## src/rtl/stopwatch_time_core_pkg.sv

```systemverilog
// Shared definitions for the stopwatch time core and the display controller.
// Holds the time-word field widths, legal maxima, bit offsets inside the
// packed 24-bit word {hour, min, sec, msec}, the control FSM encoding, and the
// wrap-increment helper used by every field counter.
package stopwatch_time_core_pkg;

  // Field widths of the packed time word
  localparam int MSEC_W = 7;
  localparam int SEC_W  = 6;
  localparam int MIN_W  = 6;
  localparam int HOUR_W = 5;
  localparam int DATA_W = MSEC_W + SEC_W + MIN_W + HOUR_W;

  // Field LSB positions inside the packed word (shared with the display side)
  localparam int MSEC_LSB = 0;
  localparam int SEC_LSB  = MSEC_LSB + MSEC_W;
  localparam int MIN_LSB  = SEC_LSB + SEC_W;
  localparam int HOUR_LSB = MIN_LSB + MIN_W;

  // Largest legal value of each field, held at the common 7-bit helper width
  localparam logic [6:0] MSEC_MAX = 7'd99;
  localparam logic [6:0] SEC_MAX  = 7'd59;
  localparam logic [6:0] MIN_MAX  = 7'd59;
  localparam logic [6:0] HOUR_MAX = 7'd23;

  // Control FSM encoding
  typedef enum logic [1:0] {
    ST_STOP  = 2'd0,
    ST_RUN   = 2'd1,
    ST_CLEAR = 2'd2
  } state_e;

  // +1 with wrap to 0 at max_value. Anything at or above the maximum also
  // returns 0, so a field can never be pushed out of its legal range.
  function automatic logic [6:0] inc_wrap(input logic [6:0] value,
                                          input logic [6:0] max_value);
    logic [6:0] result;
    if (value >= max_value) begin
      result = 7'd0;
    end else begin
      result = value + 7'd1;
    end
    return result;
  endfunction

endpackage

```

## src/rtl/stopwatch_time_core_tick_gen.sv

```systemverilog
// tick_gen: prescaler that divides clk down to a periodic 1-cycle tick.
// Ports:
//   clk   - system clock
//   reset - asynchronous active-low reset (0 = reset)
//   en    - count enable; the counter holds its value while low
//   clr   - synchronous clear of the counter (wins over en)
//   tick  - combinational tick condition: en high and counter at TICK_DIV-1
// The counter wraps to 0 on the same edge that the tick is consumed.
module tick_gen #(
  parameter int TICK_DIV = 1_000_000
) (
  input  logic clk,
  input  logic reset,
  input  logic en,
  input  logic clr,
  output logic tick
);

  localparam int CNT_W = (TICK_DIV > 1) ? $clog2(TICK_DIV) : 1;
  localparam logic [CNT_W-1:0] LAST = CNT_W'(TICK_DIV - 1);

  logic [CNT_W-1:0] cnt_r;
  logic             at_last_s;

  assign at_last_s = (cnt_r == LAST);
  assign tick      = en & ~clr & at_last_s;

  // Prescaler: clear, count with wrap while enabled, otherwise hold the phase
  always_ff @(posedge clk or negedge reset) begin
    if (!reset) begin
      cnt_r <= '0;
    end else if (clr) begin
      cnt_r <= '0;
    end else if (en) begin
      if (at_last_s) begin
        cnt_r <= '0;
      end else begin
        cnt_r <= cnt_r + CNT_W'(1);
      end
    end else begin
      cnt_r <= cnt_r;
    end
  end

endmodule

```

## src/rtl/stopwatch_time_core.sv

```systemverilog
// stopwatch_time_core: 1/100 s stopwatch feeding the 7-segment display stage.
// Ports:
//   clk        - system clock (100 MHz)
//   reset      - asynchronous active-low reset (0 = reset)
//   i_run_stop - 1-cycle pulse, toggles run/stop
//   i_clear    - 1-cycle pulse, zeroes the time while stopped
//   i_inc_sec  - 1-cycle pulse, sec+1 (wrap, no carry) while stopped
//   i_inc_min  - 1-cycle pulse, min+1 (wrap, no carry) while stopped
//   i_inc_hour - 1-cycle pulse, hour+1 (wrap) while stopped
//   o_data     - registered {hour[23:19], min[18:13], sec[12:7], msec[6:0]}
//   o_running  - high while the FSM is in RUN
//   o_tick     - registered 1-cycle pulse, aligned with the o_data update
module stopwatch_time_core
  import stopwatch_time_core_pkg::*;
#(
  parameter int TICK_DIV = 1_000_000
) (
  input  logic              clk,
  input  logic              reset,
  input  logic              i_run_stop,
  input  logic              i_clear,
  input  logic              i_inc_sec,
  input  logic              i_inc_min,
  input  logic              i_inc_hour,
  output logic [DATA_W-1:0] o_data,
  output logic              o_running,
  output logic              o_tick
);

  state_e              state_r;
  state_e              next_state_s;
  logic [MSEC_W-1:0]   msec_r, msec_s;
  logic [SEC_W-1:0]    sec_r,  sec_s;
  logic [MIN_W-1:0]    min_r,  min_s;
  logic [HOUR_W-1:0]   hour_r, hour_s;
  logic                tick_s;
  logic                tick_r;
  logic                running_r;
  logic                run_en_s;
  logic                clr_en_s;

  assign run_en_s = (state_r == ST_RUN);
  assign clr_en_s = (state_r == ST_CLEAR);

  tick_gen #(
    .TICK_DIV (TICK_DIV)
  ) u_tick_gen (
    .clk   (clk),
    .reset (reset),
    .en    (run_en_s),
    .clr   (clr_en_s),
    .tick  (tick_s)
  );

  // Next-state logic: clear beats run/stop in STOP, clear is ignored in RUN
  always_comb begin
    next_state_s = state_r;
    case (state_r)
      ST_STOP: begin
        if (i_clear) begin
          next_state_s = ST_CLEAR;
        end else if (i_run_stop) begin
          next_state_s = ST_RUN;
        end else begin
          next_state_s = ST_STOP;
        end
      end
      ST_RUN: begin
        if (i_run_stop) begin
          next_state_s = ST_STOP;
        end else begin
          next_state_s = ST_RUN;
        end
      end
      ST_CLEAR: next_state_s = ST_STOP;
      default:  next_state_s = ST_STOP;
    endcase
  end

  // Field next values: cascaded tick carry in RUN, independent set pulses in
  // STOP, zero in CLEAR. A tick coinciding with run/stop is still applied.
  always_comb begin
    msec_s = msec_r;
    sec_s  = sec_r;
    min_s  = min_r;
    hour_s = hour_r;
    case (state_r)
      ST_RUN: begin
        if (tick_s) begin
          msec_s = MSEC_W'(inc_wrap(msec_r, MSEC_MAX));
          if (msec_r >= MSEC_MAX) begin
            sec_s = SEC_W'(inc_wrap({1'b0, sec_r}, SEC_MAX));
            if ({1'b0, sec_r} >= SEC_MAX) begin
              min_s = MIN_W'(inc_wrap({1'b0, min_r}, MIN_MAX));
              if ({1'b0, min_r} >= MIN_MAX) begin
                hour_s = HOUR_W'(inc_wrap({2'b00, hour_r}, HOUR_MAX));
              end else begin
                hour_s = hour_r;
              end
            end else begin
              min_s = min_r;
            end
          end else begin
            sec_s = sec_r;
          end
        end else begin
          msec_s = msec_r;
        end
      end
      ST_STOP: begin
        if (i_inc_sec) begin
          sec_s = SEC_W'(inc_wrap({1'b0, sec_r}, SEC_MAX));
        end else begin
          sec_s = sec_r;
        end
        if (i_inc_min) begin
          min_s = MIN_W'(inc_wrap({1'b0, min_r}, MIN_MAX));
        end else begin
          min_s = min_r;
        end
        if (i_inc_hour) begin
          hour_s = HOUR_W'(inc_wrap({2'b00, hour_r}, HOUR_MAX));
        end else begin
          hour_s = hour_r;
        end
      end
      ST_CLEAR: begin
        msec_s = '0;
        sec_s  = '0;
        min_s  = '0;
        hour_s = '0;
      end
      default: begin
        msec_s = '0;
        sec_s  = '0;
        min_s  = '0;
        hour_s = '0;
      end
    endcase
  end

  // State, time fields and registered status outputs
  always_ff @(posedge clk or negedge reset) begin
    if (!reset) begin
      state_r   <= ST_STOP;
      msec_r    <= '0;
      sec_r     <= '0;
      min_r     <= '0;
      hour_r    <= '0;
      tick_r    <= 1'b0;
      running_r <= 1'b0;
    end else begin
      state_r   <= next_state_s;
      msec_r    <= msec_s;
      sec_r     <= sec_s;
      min_r     <= min_s;
      hour_r    <= hour_s;
      tick_r    <= tick_s;
      running_r <= (next_state_s == ST_RUN);
    end
  end

  assign o_data    = {hour_r, min_r, sec_r, msec_r};
  assign o_running = running_r;
  assign o_tick    = tick_r;

endmodule

```

## config.mk

```make
export PLATFORM = sky130hd
export DESIGN_NAME = stopwatch_time_core
export DESIGN_NICKNAME = d
export VERILOG_FILES = /design/src/rtl/stopwatch_time_core_pkg.sv /design/src/rtl/stopwatch_time_core_tick_gen.sv /design/src/rtl/stopwatch_time_core.sv
export SDC_FILE = /design/constraint.sdc
export NUM_CORES = 1
export LEC_CHECK = 0
export ABC_CLOCK_PERIOD_IN_PS = 2800
export BUFFER_PORTS_ARGS = -buffer_cell sky130_fd_sc_hd__buf_2
export CAP_MARGIN = 40
export CELL_PAD_IN_SITES_DETAIL_PLACEMENT = 0
export CELL_PAD_IN_SITES_GLOBAL_PLACEMENT = 1
export CORE_MARGIN = 1
export CORE_UTILIZATION = 40
export DETAILED_ROUTE_END_ITERATION = 7
export PLACE_DENSITY = 0.8
export SLEW_MARGIN = 20
export SYNTH_ARGS = -nofsm -noshare
export SYNTH_HDL_FRONTEND = slang
export SYNTH_SLANG_ARGS = --single-unit
```

## constraint.sdc

```tcl
create_clock -name clk -period 2.8 [get_ports clk]
set_clock_uncertainty 0.15 [all_clocks]
set_input_delay 0.14 -clock clk [delete_from_list [all_inputs] [get_ports clk]]
set_output_delay 0.14 -clock clk [all_outputs]
set_load 0.01 [all_outputs]
```

# Yosys cells after proc, flatten, opt, wreduce, memory -nomap -nowiden
# Cells that the tools add are included.
# word_totals
latchBits	0
romBits	0
word_cells	66
inputBits	7
n_memories	0
output_inout_bits	26
ramBits	0
regBits	48
# op_classes
add_sub_neg	5
n_mux	28
n_bitwise	4
n_lt_le_gt_ge	4
n_div	0
shift	0
n_mul	0
eq_ne	11
n_reduce_logical	6
# ops
cell	n
20-bit 2-to-1 mux	3
6-bit 2-to-1 mux	9
5-bit 2-to-1 mux	6
6-bit case mux with 2 select lines	2
20-bit by 1-bit adder with 20-bit output, second input constant	1
20-bit equality test, second input constant	1
7-bit 2-to-1 mux	2
2-bit != test, second input constant	7
7-bit case mux with 2 select lines	1
6-bit by 1-bit adder with 6-bit output, second input constant	2
6-bit greater-or-equal comparator, second input constant	2
5-bit case mux with 2 select lines	1
7-bit by 1-bit adder with 7-bit output, second input constant	1
7-bit greater-or-equal comparator, second input constant	1
5-bit by 1-bit adder with 5-bit output, second input constant	1
5-bit greater-or-equal comparator, second input constant	1
5-bit AND reduction	1
2-bit by 1-bit equality test with 1-bit output, second input constant	2
2-bit case mux with 2 select lines	1
4-bit AND reduction	1
3-bit AND reduction	1
1-bit bitwise AND	2
2-bit equality test, second input constant	1
2-bit zero test	1
other kinds (5)	7

# Longest topological paths before layout
# depth
ltp_word	7
ltp_mapped	9
mapped_depth_nobuf	7

# Cells and area by module
# A second synthesis with hierarchy kept.
# hier_totals
cells_unflattened	296
area_unflattened_um2	2683.8
# modules_own_cells
module	area_each_um2	seq_area_each_um2	cells_each	instances
stopwatch_time_core	1503.9	700.7	158	1
tick_gen	1179.9	500.5	138	1

# Worst setup path before layout
# OpenSTA, ideal clock, no wires.
# synth_path
kind	reg-to-reg
start	reg u_tick_gen.cnt_r[0]
end	reg hour_r[0]
path_stages_with_launch	7
path_buffers	0
path_slack_ns	0.437
required_time_ns	2.522
synth_period_minus_slack_ns	2.363
t_arrival_ns	2.086
setup_ns	0.128
cell_sequence	dfrtp_1 ha_1 and3_2 nand3_2 or4_4 a21boi_4 mux2_1
# synth_between
elab_chain_cells	4
# synth_lines
element	line	source
start: declaration	stopwatch_time_core_tick_gen.sv:22	logic [CNT_W-1:0] cnt_r;
start signal: assignment	stopwatch_time_core_tick_gen.sv:38	cnt_r <= cnt_r + CNT_W'(1);
start signal: assignment	stopwatch_time_core_tick_gen.sv:41	cnt_r <= cnt_r;
20-bit equality test	stopwatch_time_core_tick_gen.sv:25	assign at_last_s = (cnt_r == LAST);
1-bit bitwise AND	stopwatch_time_core_tick_gen.sv:26	assign tick = en & ~clr & at_last_s;
2-bit != test (no source line)	n/a	
5-bit AND reduction (no source line)	n/a	
end signal: assignment	stopwatch_time_core.sv:157	hour_r <= hour_s;
end: declaration	stopwatch_time_core.sv:35	logic [HOUR_W-1:0] hour_r, hour_s;
# Every way passes these cells.
# A chain may end at the register's enable or synchronous reset.

# Worst setup path in the final report
# layout_path
start	reg min_r[0]
end	reg hour_r[1]
# layout_between
elab_chain_cells	3
# layout_lines
element	line	source
start: declaration	stopwatch_time_core.sv:34	logic [MIN_W-1:0] min_r, min_s;
start signal: assignment	stopwatch_time_core.sv:156	min_r <= min_s;
6-bit greater-or-equal comparator	stopwatch_time_core.sv:95	if ({1'b0, min_r} >= MIN_MAX) begin
2-bit != test (no source line)	n/a	
5-bit AND reduction (no source line)	n/a	
# Every way passes these cells.

==> impl_metrics.env <==
export IMPL_status="completed"
export IMPL_grt_total_usage=0.187
export IMPL_hpwl_mm=4.55
export IMPL_cts_root_buf="clkbuf_8"
export IMPL_cp_start_kind="register"
export IMPL_drv_cap=0
export IMPL_netlist_area_mm2=0.00278
export IMPL_synth_area_mux_share=0.0275
export IMPL_avgRoutedWirePerCell_um=15.5
export IMPL_worst_ep_arrival_time_ns=2.67
export IMPL_cts_tree="yes"
export IMPL_io_buffers=32
export IMPL_rsz0062_at_grt="false"
export IMPL_min_period_ns=2.62
export IMPL_yosys_top_cells_area="dfrtp_1, ha_1, o21ai_0"
export IMPL_powerDensity_mw_per_mm2=607
export IMPL_yosys_area_top_type="dfrtp_1"
export IMPL_grt_pass1_wl_mm=10.8
export IMPL_crit_chain="ha_1, o2111ai_1, a211o_1, or4_4, a21boi_4, mux2_1"
export IMPL_antenna_found_initial=0
export IMPL_grt_pass1_vias=2220
export IMPL_layout_drive_gt1_share=0.191
export IMPL_setup_viol=0
export IMPL_via_per_inst=5.83
export IMPL_post_cts_buffers=0
export IMPL_hp_class="in2async"
export IMPL_yosysWarnings=0
export IMPL_syn_nets=294
export IMPL_multi_input_area_mm2=0.00151
export IMPL_insertion_delay_ns=0.31
export IMPL_relSlewSlack=0.615
export IMPL_synthAdderAreaFrac=0.0405
export IMPL_peakVddDrop_uv=324
export IMPL_die_w_um=85.3
export IMPL_synth_xor_area_frac=0.0378
export IMPL_clkSlewWorstSetupHoldPaths_ns=0.09
export IMPL_final_seq_area_mm2=0.00120
export IMPL_synth_seq_cells=48
export IMPL_drt_iter0_markers=120
export IMPL_dieArea_mm2=0.00728
export IMPL_fp_dieH_um=85.3
export IMPL_synth_top_family_by_area="simple AND/OR/NAND/NOR gates"
export IMPL_syn_inst=278
export IMPL_slew_viol_final=0
export IMPL_synth_distinct_cells=60
export IMPL_io_pin_count=33
export IMPL_critical_path_class="reg2reg"
export IMPL_worstMarginPinSlew_ns=0.572
export IMPL_mostFrequentLayoutCells="dfrtp_1, buf_2, nor2_1, o21ai_0, nand3_1"
export IMPL_synth_compound_area_frac=0.200
export IMPL_dr_pass1_iters=5
export IMPL_vias=2330
export IMPL_critPathCaptureType="register"
export IMPL_core_area_mm2=0.00676
export IMPL_synth_edf_count=0
export IMPL_crit_fanout=5
export IMPL_rrSetupSlack_ns=0.18
export IMPL_async_reset_ff_frac=1.00
export IMPL_leakagePower_nw=1.46
export IMPL_htreeDepth=2
export IMPL_synthFlopType="dfrtp_1"
export IMPL_start_util=0.411
export IMPL_fin_cells=400
export IMPL_wirelength_mm=6.20
export IMPL_r2r_cells=6
export IMPL_yosys_area_share_simple=0.238
export IMPL_fill_cells=654
export IMPL_slowest_delay_ns=0.47
export IMPL_period_share=0.936
export IMPL_clk_path_buf_depth=2
export IMPL_cts_buffers=5
export IMPL_grt_max_degree=34
export IMPL_ant_nets=0
export IMPL_fin_nets=336
export IMPL_synth_top_area_frac=0.432
export IMPL_maxClockFrequency_ghz=0.381
export IMPL_finalSetupTns_ns=0
export IMPL_antenna_diode_count=0
export IMPL_hold_violations=0
export IMPL_r2r_start="min_r[0]"
export IMPL_syn_to_final_growth_pct=13.9
export IMPL_fin_total_pwr_w=0.00192
export IMPL_gp_congestion=0.857
export IMPL_syn_avg_cell_area_um2=9.99
export IMPL_worst_ep_required_time_ns=2.85
export IMPL_cp_slowest_cell="or4_4"
export IMPL_cts_sinks=48
export IMPL_overflow=0
export IMPL_dp_cells=389
export IMPL_r2r_end="hour_r[1]"
export IMPL_route_detailed_drc=0
export IMPL_core_rowCount=30
export IMPL_final_common_cell="dfrtp_1"
export IMPL_synth_seq_area_share=0.432
export IMPL_fin_util=0.468
-- how the worst max path moves through the flow --
| stage | start | end | cells after the start |
|---|---|---|---|
| 2_1_floorplan | u_tick_gen.cnt_r[0] | hour_r[0] | 6 |
| 3_3_place_gp | min_r[0] | hour_r[1] | 6 |
| 3_5_place_dp | min_r[0] | hour_r[1] | 6 |
| 4_1_cts | min_r[0] | hour_r[1] | 6 |
| 5_1_grt | min_r[0] | hour_r[1] | 6 |
| 6_report | min_r[0] | hour_r[1] | 6 |
-- through the flow --
stage | area [um2] | setup slack, ns | hold WS (ns)
global route | 3160 | 0.0460 | 0.160
global placement | 3040 | 0.217 | -0.0741
detailed placement | 3040 | 0.184 | -0.0758
finish | 3160 | 0.178 | 0.123
floorplan | 2780 | 0.437 | -0.306
CTS | 3160 | 0.164 | 0.130
-- what timing repair did --
item                      CTS  global route
hold endpoints to repair   18             0
gates resized for setup     0             0
hold buffers                4             0
-- final cells by class --
class | instances | area share
clock buffers | 5 | 0.0218
multi-input cells | 216 | 0.478
repair buffers | 41 | 0.0752
well taps | 80 | 0.0316
clock inverters | 2 | 0.00396
inverters | 8 | 0.00949
flip-flops and latches | 48 | 0.380
-- cells by family (layout without fill, tap and decap cells) --
logic type / Yosys count / after routing
AND/OR/NAND/NOR: 116 / 116
AO/OA/AOI/OAI: 72 / 72
flip-flops: 48 / 48
buffers and inverters: 14 / 56
XOR/XNOR: 12 / 12
adder cells (fa/ha/maj): 9 / 9
multiplexers: 7 / 7
-- worst max-delay path, delay by kind of cell (launching register included) --
kind	cells	cell delay, ns
fa+ha+maj	1	0.24
mux	1	0.35
flops	1	0.42
simple gates	1	0.47
compound gates	3	0.87
-- registers in the layout, indices dropped and copies added, names as in the netlist --
| signal | count |
|---|---|
| state_r | 2 |
| min_r | 6 |
| o_running | 1 |
| hour_r | 5 |
| u_tick_gen.cnt_r | 20 |
| sec_r | 6 |
| o_tick | 1 |
| msec_r | 7 |
-- Yosys cell counts, types with 2 or more instances --
cell type  count
mux2i_1        2
nor3b_1        3
nor2b_1        2
nor4_1         5
nand3b_1       2
nand2b_1       5
nand3_2        2
nor3_1         7
and4_1         2
o2bb2ai_1      7
a21oi_1        4
o41ai_1        4
a21o_1         7
o2111ai_1      2
mux2_2         3
a31oi_1        3
o21ai_0       20
o31ai_1        7
mux2_1         2
and4b_1        2
inv_1          8
and3_1         9
a32o_1         2
nand3_1       18
xor2_1         9
ha_1           9
nand2_1       17
xnor2_1        3
and2_1         3
nand4_1        5
dfrtp_1       48
clkbuf_1       4
nor2_1        23
a22o_1         3
-- routing by layer --
metal | routed length [um] | GRT usage | up-vias | part of all wire
li1 | - | - | 1129 | -
met1 | 2980 | 0.262 | 1145 | 0.48
met2 | 2960 | 0.294 | 48 | 0.48
met3 | 201 | 0.0340 | 8 | 0.032
met4 | 59 | 0.0591 | 0 | 0.0095
met5 | 0 | 0 | - | 0
-- power breakdown --
group / internal [W] / switching, W / leakage [nW]
Clock: 0.000170 / 0.000238 / 0.0400
Sequential: 0.000794 / 0.000131 / 0.652
Combinational: 0.000263 / 0.000325 / 0.771
No activity file was read; power rests on OpenSTA's default activity.
